File: src/rtl/rr_mux_arbiter.sv
// Purpose: N-channel WIDTH-bit valid/ready mux with round-robin or fixed-select arbitration into one output register.
// Latency: 1 cycle from the input handshake edge to out_valid; 1 transfer per cycle while out_ready is held high.
// Backpressure: when the output register is full and out_ready is low, every in_ready is low and the held value does not change.
module rr_mux_arbiter #(
  parameter  int WIDTH    = 3,
  parameter  int CHANNELS = 4,
  localparam int SEL_W    = $clog2(CHANNELS)
) (
  input  logic                      clk,
  input  logic                      rst_n,
  input  logic [CHANNELS*WIDTH-1:0] in_data,
  input  logic [CHANNELS-1:0]       in_valid,
  output logic [CHANNELS-1:0]       in_ready,
  input  logic                      mode,
  input  logic [SEL_W-1:0]          sel,
  output logic [WIDTH-1:0]          out_data,
  output logic                      out_valid,
  input  logic                      out_ready,
  output logic [SEL_W-1:0]          out_chan
);

  typedef enum logic {EMPTY = 1'b0, FULL = 1'b1} state_t;

  state_t             state_q;
  state_t             state_d;
  logic [SEL_W-1:0]   ptr_q;
  logic [WIDTH-1:0]   out_data_q;
  logic [SEL_W-1:0]   out_chan_q;

  logic               load;
  logic               grant;
  logic               rr_found;
  logic [SEL_W-1:0]   rr_idx;
  logic [SEL_W-1:0]   rr_cand;
  logic               fx_found;
  logic               win_found;
  logic [SEL_W-1:0]   win_idx;

  // Round-robin search: first requester strictly after the last granted channel, wrapping.
  always_comb begin
    rr_found = 1'b0;
    rr_idx   = '0;
    rr_cand  = '0;
    for (int k = 1; k <= CHANNELS; k++) begin
      rr_cand = SEL_W'((int'(ptr_q) + k) % CHANNELS);
      if (!rr_found && in_valid[rr_cand]) begin
        rr_found = 1'b1;
        rr_idx   = rr_cand;
      end
    end
  end

  // Winner selection; an out-of-range or idle fixed select yields no winner at all.
  always_comb begin
    fx_found  = (int'(sel) < CHANNELS) && in_valid[sel];
    win_found = mode ? fx_found : rr_found;
    win_idx   = mode ? sel : rr_idx;
  end

  // Load/grant decision, one-hot in_ready and output register next state.
  always_comb begin
    state_d  = state_q;
    in_ready = '0;
    load     = (state_q == EMPTY) || out_ready;
    grant    = rst_n && load && win_found;
    if (grant) begin
      in_ready[win_idx] = 1'b1;
    end
    if (grant) begin
      state_d = FULL;
    end else if ((state_q == FULL) && out_ready) begin
      state_d = EMPTY;
    end
  end

  // Output register occupancy; reset discards any held transfer.
  always_ff @(posedge clk or negedge rst_n) begin
    if (!rst_n) begin
      state_q <= EMPTY;
    end else begin
      state_q <= state_d;
    end
  end

  // Capture winning data/channel and move the priority pointer to the winner.
  always_ff @(posedge clk or negedge rst_n) begin
    if (!rst_n) begin
      out_data_q <= '0;
      out_chan_q <= '0;
      ptr_q      <= SEL_W'(CHANNELS - 1);
    end else if (grant) begin
      out_data_q <= in_data[int'(win_idx)*WIDTH +: WIDTH];
      out_chan_q <= win_idx;
      ptr_q      <= win_idx;
    end
  end

  assign out_valid = (state_q == FULL);
  assign out_data  = out_data_q;
  assign out_chan  = out_chan_q;

endmodule

File: config.mk
export PLATFORM = sky130hd
export DESIGN_NAME = rr_mux_arbiter
export DESIGN_NICKNAME = d
export VERILOG_FILES = /design/src/rtl/rr_mux_arbiter.sv
export SDC_FILE = /design/constraint.sdc
export NUM_CORES = 1
export LEC_CHECK = 0
export ABC_AREA = 0
export CAP_MARGIN = 0
export CORE_MARGIN = 2
export CORE_UTILIZATION = 47
export CTS_BUF_LIST = sky130_fd_sc_hd__clkbuf_4
export DETAILED_ROUTE_END_ITERATION = 8
export PLACE_DENSITY = 0.95
export SLEW_MARGIN = 20
export SYNTH_ARGS = -nofsm -noshare
export SYNTH_HDL_FRONTEND = slang
export SYNTH_SLANG_ARGS = --single-unit
File: constraint.sdc
create_clock -name clk -period 6.1 [get_ports clk]
set_input_delay 1.22 -clock clk [delete_from_list [all_inputs] [get_ports clk]]
set_output_delay 1.22 -clock clk [all_outputs]
set_load 0.05 [all_outputs]
* Word-level counts from Yosys, hierarchy flattened
Cells that the tools add are included.
** Storage, ports and cells
- Word-level logic and storage cells :: 55
- Input port bits :: 22
- Flip-flop bits (word level) :: 8
- Output and inout bits :: 10
** Cells by class
- $mul :: 1
- Multiplexer cells :: 25
- Magnitude comparators :: 7
- Add/sub/neg operators :: 4
- Bitwise gates (word level) :: 1
- Reductions and logical operators :: 12
- Shifts and indexed selects :: 1
** Operator list (count)
- less-than comparator 2 x 3 -> 1 bit (second input constant) :: 6
- 2-to-1 mux 1 bit :: 13
- indexed part select 12 x 5 -> 3 bit :: 1
- binary-select mux 1 bit (select 2 bit) :: 5
- 2-to-1 mux 2 bit :: 5
- logical AND 1 bit :: 7
- adder 2 x 1 -> 2 bit (second input constant) :: 2
- adder 2 bit (second input constant) :: 2
- multiplier 2 x 2 -> 4 bit (second input constant) :: 1
- 2-to-1 mux 4 bit :: 1
- logical NOT 1 bit :: 3
- demux 1 bit (select 2 bit) :: 1
- >= comparator 2 x 1 -> 1 bit (second input constant) :: 1
- nonzero test 2 bit :: 1
- logical OR 1 bit :: 1
- NOT 1 bit :: 1

* Depth between registers and ports, before layout
- Depth in word-level cells :: 19
- Mapped depth :: 8
- Mapped depth without buffers :: 5

* Worst setup path before layout
OpenSTA, ideal clock, no wires.
- Kind :: in2out
- Start point :: input port sel[0]
- End point :: output port in_ready[3]
- Path buffers :: 3
- Arrival :: 3.407 ns
- Stages :: 7
- Slack :: 1.473 ns
- Cells stage by stage :: buf_4 -> mux4_2 -> nor2_1 -> or3_1 -> buf_2 -> buf_4 -> nor3_1
** Between the ends
- Cells in the longest elaborated chain, start to end :: 6
- Elaborated cells between the ends (all ways) :: 11
- Those cells by class :: order compare: 2; mux: 7; reduce/logical: 2
** Ends and longest elaborated chain
- start: declaration :: line 15 : input logic [SEL_W-1:0] sel,
- 2-to-1 mux 2 bit :: line 57 : win_idx = mode ? sel : rr_idx;
- less-than comparator 2 x 3 -> 1 bit (not written as such) / >= comparator 2 x 1 -> 1 bit (equally long branches) :: line 67 : in_ready[win_idx] = 1'b1;
- logical AND 1 bit (not written as such) :: line 67
- 2-to-1 mux 1 bit (not written as such) :: line 67
- demux 1 bit (select 2 bit) :: line 67
- 2-to-1 mux 4 bit (*) :: line 66 : if (grant) begin
- end: declaration :: line 13 : output logic [CHANNELS-1:0] in_ready,
Every way passes the cells marked *; elsewhere a longest branch is shown, timed or not. The select of a mux whose other input is x is not followed.

* Worst setup path after layout
- Start point :: input port sel[0]
- End point :: output port in_ready[2]
Same word-level chain as after synthesis.

==> summary.md <==
| Metric | Value |
|---|---|
| Die width | `around 44 um` |
| Synth cell types | `35` |
| Post-cts sizing count | `0` |
| Comb pwr share | `between 50% and 60%` |
| Seq cells post-synth | `8` |
| Setup WS post-layout | `between 0.8 and 0.9 ns` |
| Vias in the first global route | `780` |
| WL/cell | `between 15 and 20 um` |
| TNS Setup | `0 ns` |
| Design Area, Final | `0.00108 mm^2` |
| Crit Path Class | `in -> out` |
| Clock Tree Buf Depth | `2` |
| Hold buffer count at cts | `0` |
| DRC Markers | `0` |
| Async SR Flop Fraction | `100%` |
| Most frequent cells after synthesis | `nand2_1, nor2_1, a21oi_1` |
| GR Overflow Total | `0` |
| Cell Chain, Critical Path | `clkdlybuf4s50_1 -> mux4_2 -> nor2_1 -> or3_1 -> nor2_1 -> and2_1 -> clkdlybuf4s50_1` |
| CTS root buf | `clkbuf_4` |
| Largest stage delay, worst path | `roughly 0.80 ns` |
| Final Critical Period | `between 5 and 6 ns` |
| Routing usage on met3 | `4.08%` |
| CTS Buf Count | `3` |
| # clock sinks | `8` |
| Post-CTS setup buffer count | `0` |
| Largest cells by area after synthesis | `dfrtp_1, dfstp_2, a21oi_1` |
| Htree depth | `1` |
| Final Max Slew Viols | `0` |
| Synth area leader | `dfrtp_1` |
| Highest fanout seen on the critical path | `15` |
| Placed Area | `roughly 0.0010 mm^2` |
| Post-Synthesis Cells | `94` |
| Avg Cell Area, Syn | `between 8 and 9 um^2` |
| Switching share of total power | `roughly 44%` |
| WP buf/inv | `2` |
| Die area | `between 0.0015 and 0.002 mm^2` |
| Routed WL | `about 2100 um` |
| Most common cell in the netlist | `nand2_1` |
| GRT Max-Usage Layer | `met2` |
| Hpwl dp | `roughly 1500 um` |
| Period utilization | `between 80 and 90%` |
| Synth warnings | `0` |
| Synth Net Count | `between 100 and 150` |
| Share of power burned in registers | `around 29%` |
| IO Pins | `32` |
| Req. time, crit path | `just under 5 ns` |
| Peak Freq | `191 MHz` |
| PwrDens | `about 270 mW/mm^2` |
| Post-synthesis sequential area ratio | `26.5%` |
| Met1 usage in global routing | `a little under a third` |
| Core area | `~0.0015 mm^2` |
| Final hold violations | `0` |
| Storage cell area | `slightly above 200 um^2` |
| Largest net degree at the start of global routing | `16` |
| Least-Margin Pin Slew | `slightly below 0.6 ns` |
| Top-area cell type share of the netlist area | `about 20%` |
| Worst-Skew Late Latency | `about 0.28 ns` |
| Layout filler cell count | `between 100 and 150` |
| Arrival time worst endpoint | `4.03 ns` |
| CTS tree | `done` |
| Worst-path clk slew | `around 0.050 ns` |
| Leak | `approximately 0.45 nW` |
| Remaining antenna violation count | `0` |
| Starting Density | `between 50% and 60%` |
| Maxcap violations | `0` |
| Global-route wire length before repair | `3380 um` |
| Synth Flop Type | `dfrtp_1` |
| Post-Syn Area | `about 770 um^2` |
| Peak VDD IR | `between 200 and 250 uV` |
| Gpl congestion | `0.845` |
| Worst Hold Class | `reg -> reg` |
| Crit. End Element | `output port` |
| Die height | `44.4 um` |
| Initial DRC count | `25` |
| Final Skew | `0.0119 ns` |
| Clock power frac | `between 10% and 20%` |
| Place WS | `0.880 ns` |
| Post-synth EDFFs | `0` |
| Grt met2 use | `between 30% and 40%` |
| Vias per inst | `around 6.0` |
| Delay-heaviest family, CP | `buffers and inverters` |
| Row cnt | `14` |
| Sw Pwr | `between 0.0001 and 0.00015 W` |
| Layout area overhead | `41.0%` |
| Ant. Diodes | `0` |
| Slew HR | `between 60% and 70%` |
| PortBufs | `31` |
| First-pass iteration count of the detailed router | `4` |
| Internal | `0.000161 W` |
| Footprint of the multi-input gates | `~500 um^2` |
| Status | `finished clean` |
| Slowest stage cell, crit path | `clkdlybuf4s50_1` |
| Via count | `around 840` |
| GR Util All Layers | `23.6%` |
| CP Launch Type | `primary input` |
| Final setup viols | `0` |
| Share of cells above drive strength 1 | `under 10%` |
| RSZ-0062 raised after global routing | `false` |
| Nets | `146` |
| Initial antenna violation count | `0` |
per-stage QoR:
step	total power (W)	util, %	hold WS, ns	std cells
final	0.000287	70.9	0.478	139
after global routing	0.000303	70.9	0.509	139
after CTS	0.000288	70.9	0.485	139
after detailed placement	0.000233	68.9	0.470	135
after global placement	0.000232	68.9	0.472	135
after floorplan	0.000187	-	0.528	94
flip-flops by register name (all words and copies together), names as in the netlist:
signal	cells
out_chan	2
out_data	3
out_valid	1
ptr_q	2
power groups by stage:
stage                     clock network [W]  logic (W)  registers [W]
after floorplan                           0  0.0000717       0.000115
after global placement                    0   0.000148      0.0000835
after detailed placement                  0   0.000150      0.0000837
after CTS                         0.0000529   0.000152      0.0000830
after global routing              0.0000548   0.000162      0.0000855
final                             0.0000517   0.000152      0.0000833
layout by cell type, fill, tap and decap left out, types with 2 or more instances in the layout:
master | netlist | layout
clkdlybuf4s50_1 | 0 | 31
nand2_1 | 12 | 12
nor2_1 | 10 | 10
a21oi_1 | 9 | 9
dfrtp_1 | 6 | 6
nand2b_1 | 5 | 5
a21o_1 | 5 | 5
mux2i_1 | 4 | 4
clkbuf_4 | 0 | 4
o211ai_1 | 3 | 3
o2111a_1 | 3 | 3
a211oi_1 | 3 | 3
o31ai_1 | 3 | 3
nand3b_1 | 2 | 2
or4_1 | 2 | 2
nor2b_1 | 2 | 2
and2_1 | 2 | 2
dfstp_2 | 2 | 2
final timing paths:
path / from / end / slack, ns / depth (start not counted)
setup / recovery: sel[0] / in_ready[2] / 0.85 / 7
hold / removal: out_chan[0]$_DFFE_PN0P_ / out_chan[0]$_DFFE_PN0P_ / 0.48 / 1
setup reg to reg: ptr_q[1]$_DFFE_PN1P_ / out_data[1]$_DFFE_PN0P_ / 4.08 / 5
hold reg to reg: out_chan[0]$_DFFE_PN0P_ / out_chan[0]$_DFFE_PN0P_ / 0.48 / 1
max in group asynchronous: rst_n / ptr_q[0]$_DFFE_PN1P_ / 4.53 / 1
min in group asynchronous: rst_n / out_valid$_DFFE_PN0P_ / 1.23 / 1
logic make-up (layout without fill, tap and decap cells):
family                 Yosys count  in the layout  synth area share (%)
buffers and inverters            7             36                  6.53
AND/OR/NAND/NOR                 41             41                  27.6
multiplexers                     5              5                  8.17
flip-flops                       8              8                  26.5
AO/OA/AOI/OAI                   33             33                  31.2
routing by layer:
layer / part of all wire (%) / vias to the layer above / wire (um)
met5: 0 / - / 0
met4: 1.7 / 0 / 35
met3: 9.1 / 5 / 192
met2: 44 / 47 / 935
met1: 45 / 381 / 952
li1: - / 406 / -
cell type report:
cell class	count	area share (%)
Clock buffer	4	2.78
Inverter	1	0.348
Multi-Input combinational cell	79	47.5
Sequential cell	8	18.8
Tap cell	16	1.85
Timing Repair Buffer	31	28.7
(Power assumes the default switching activity.)
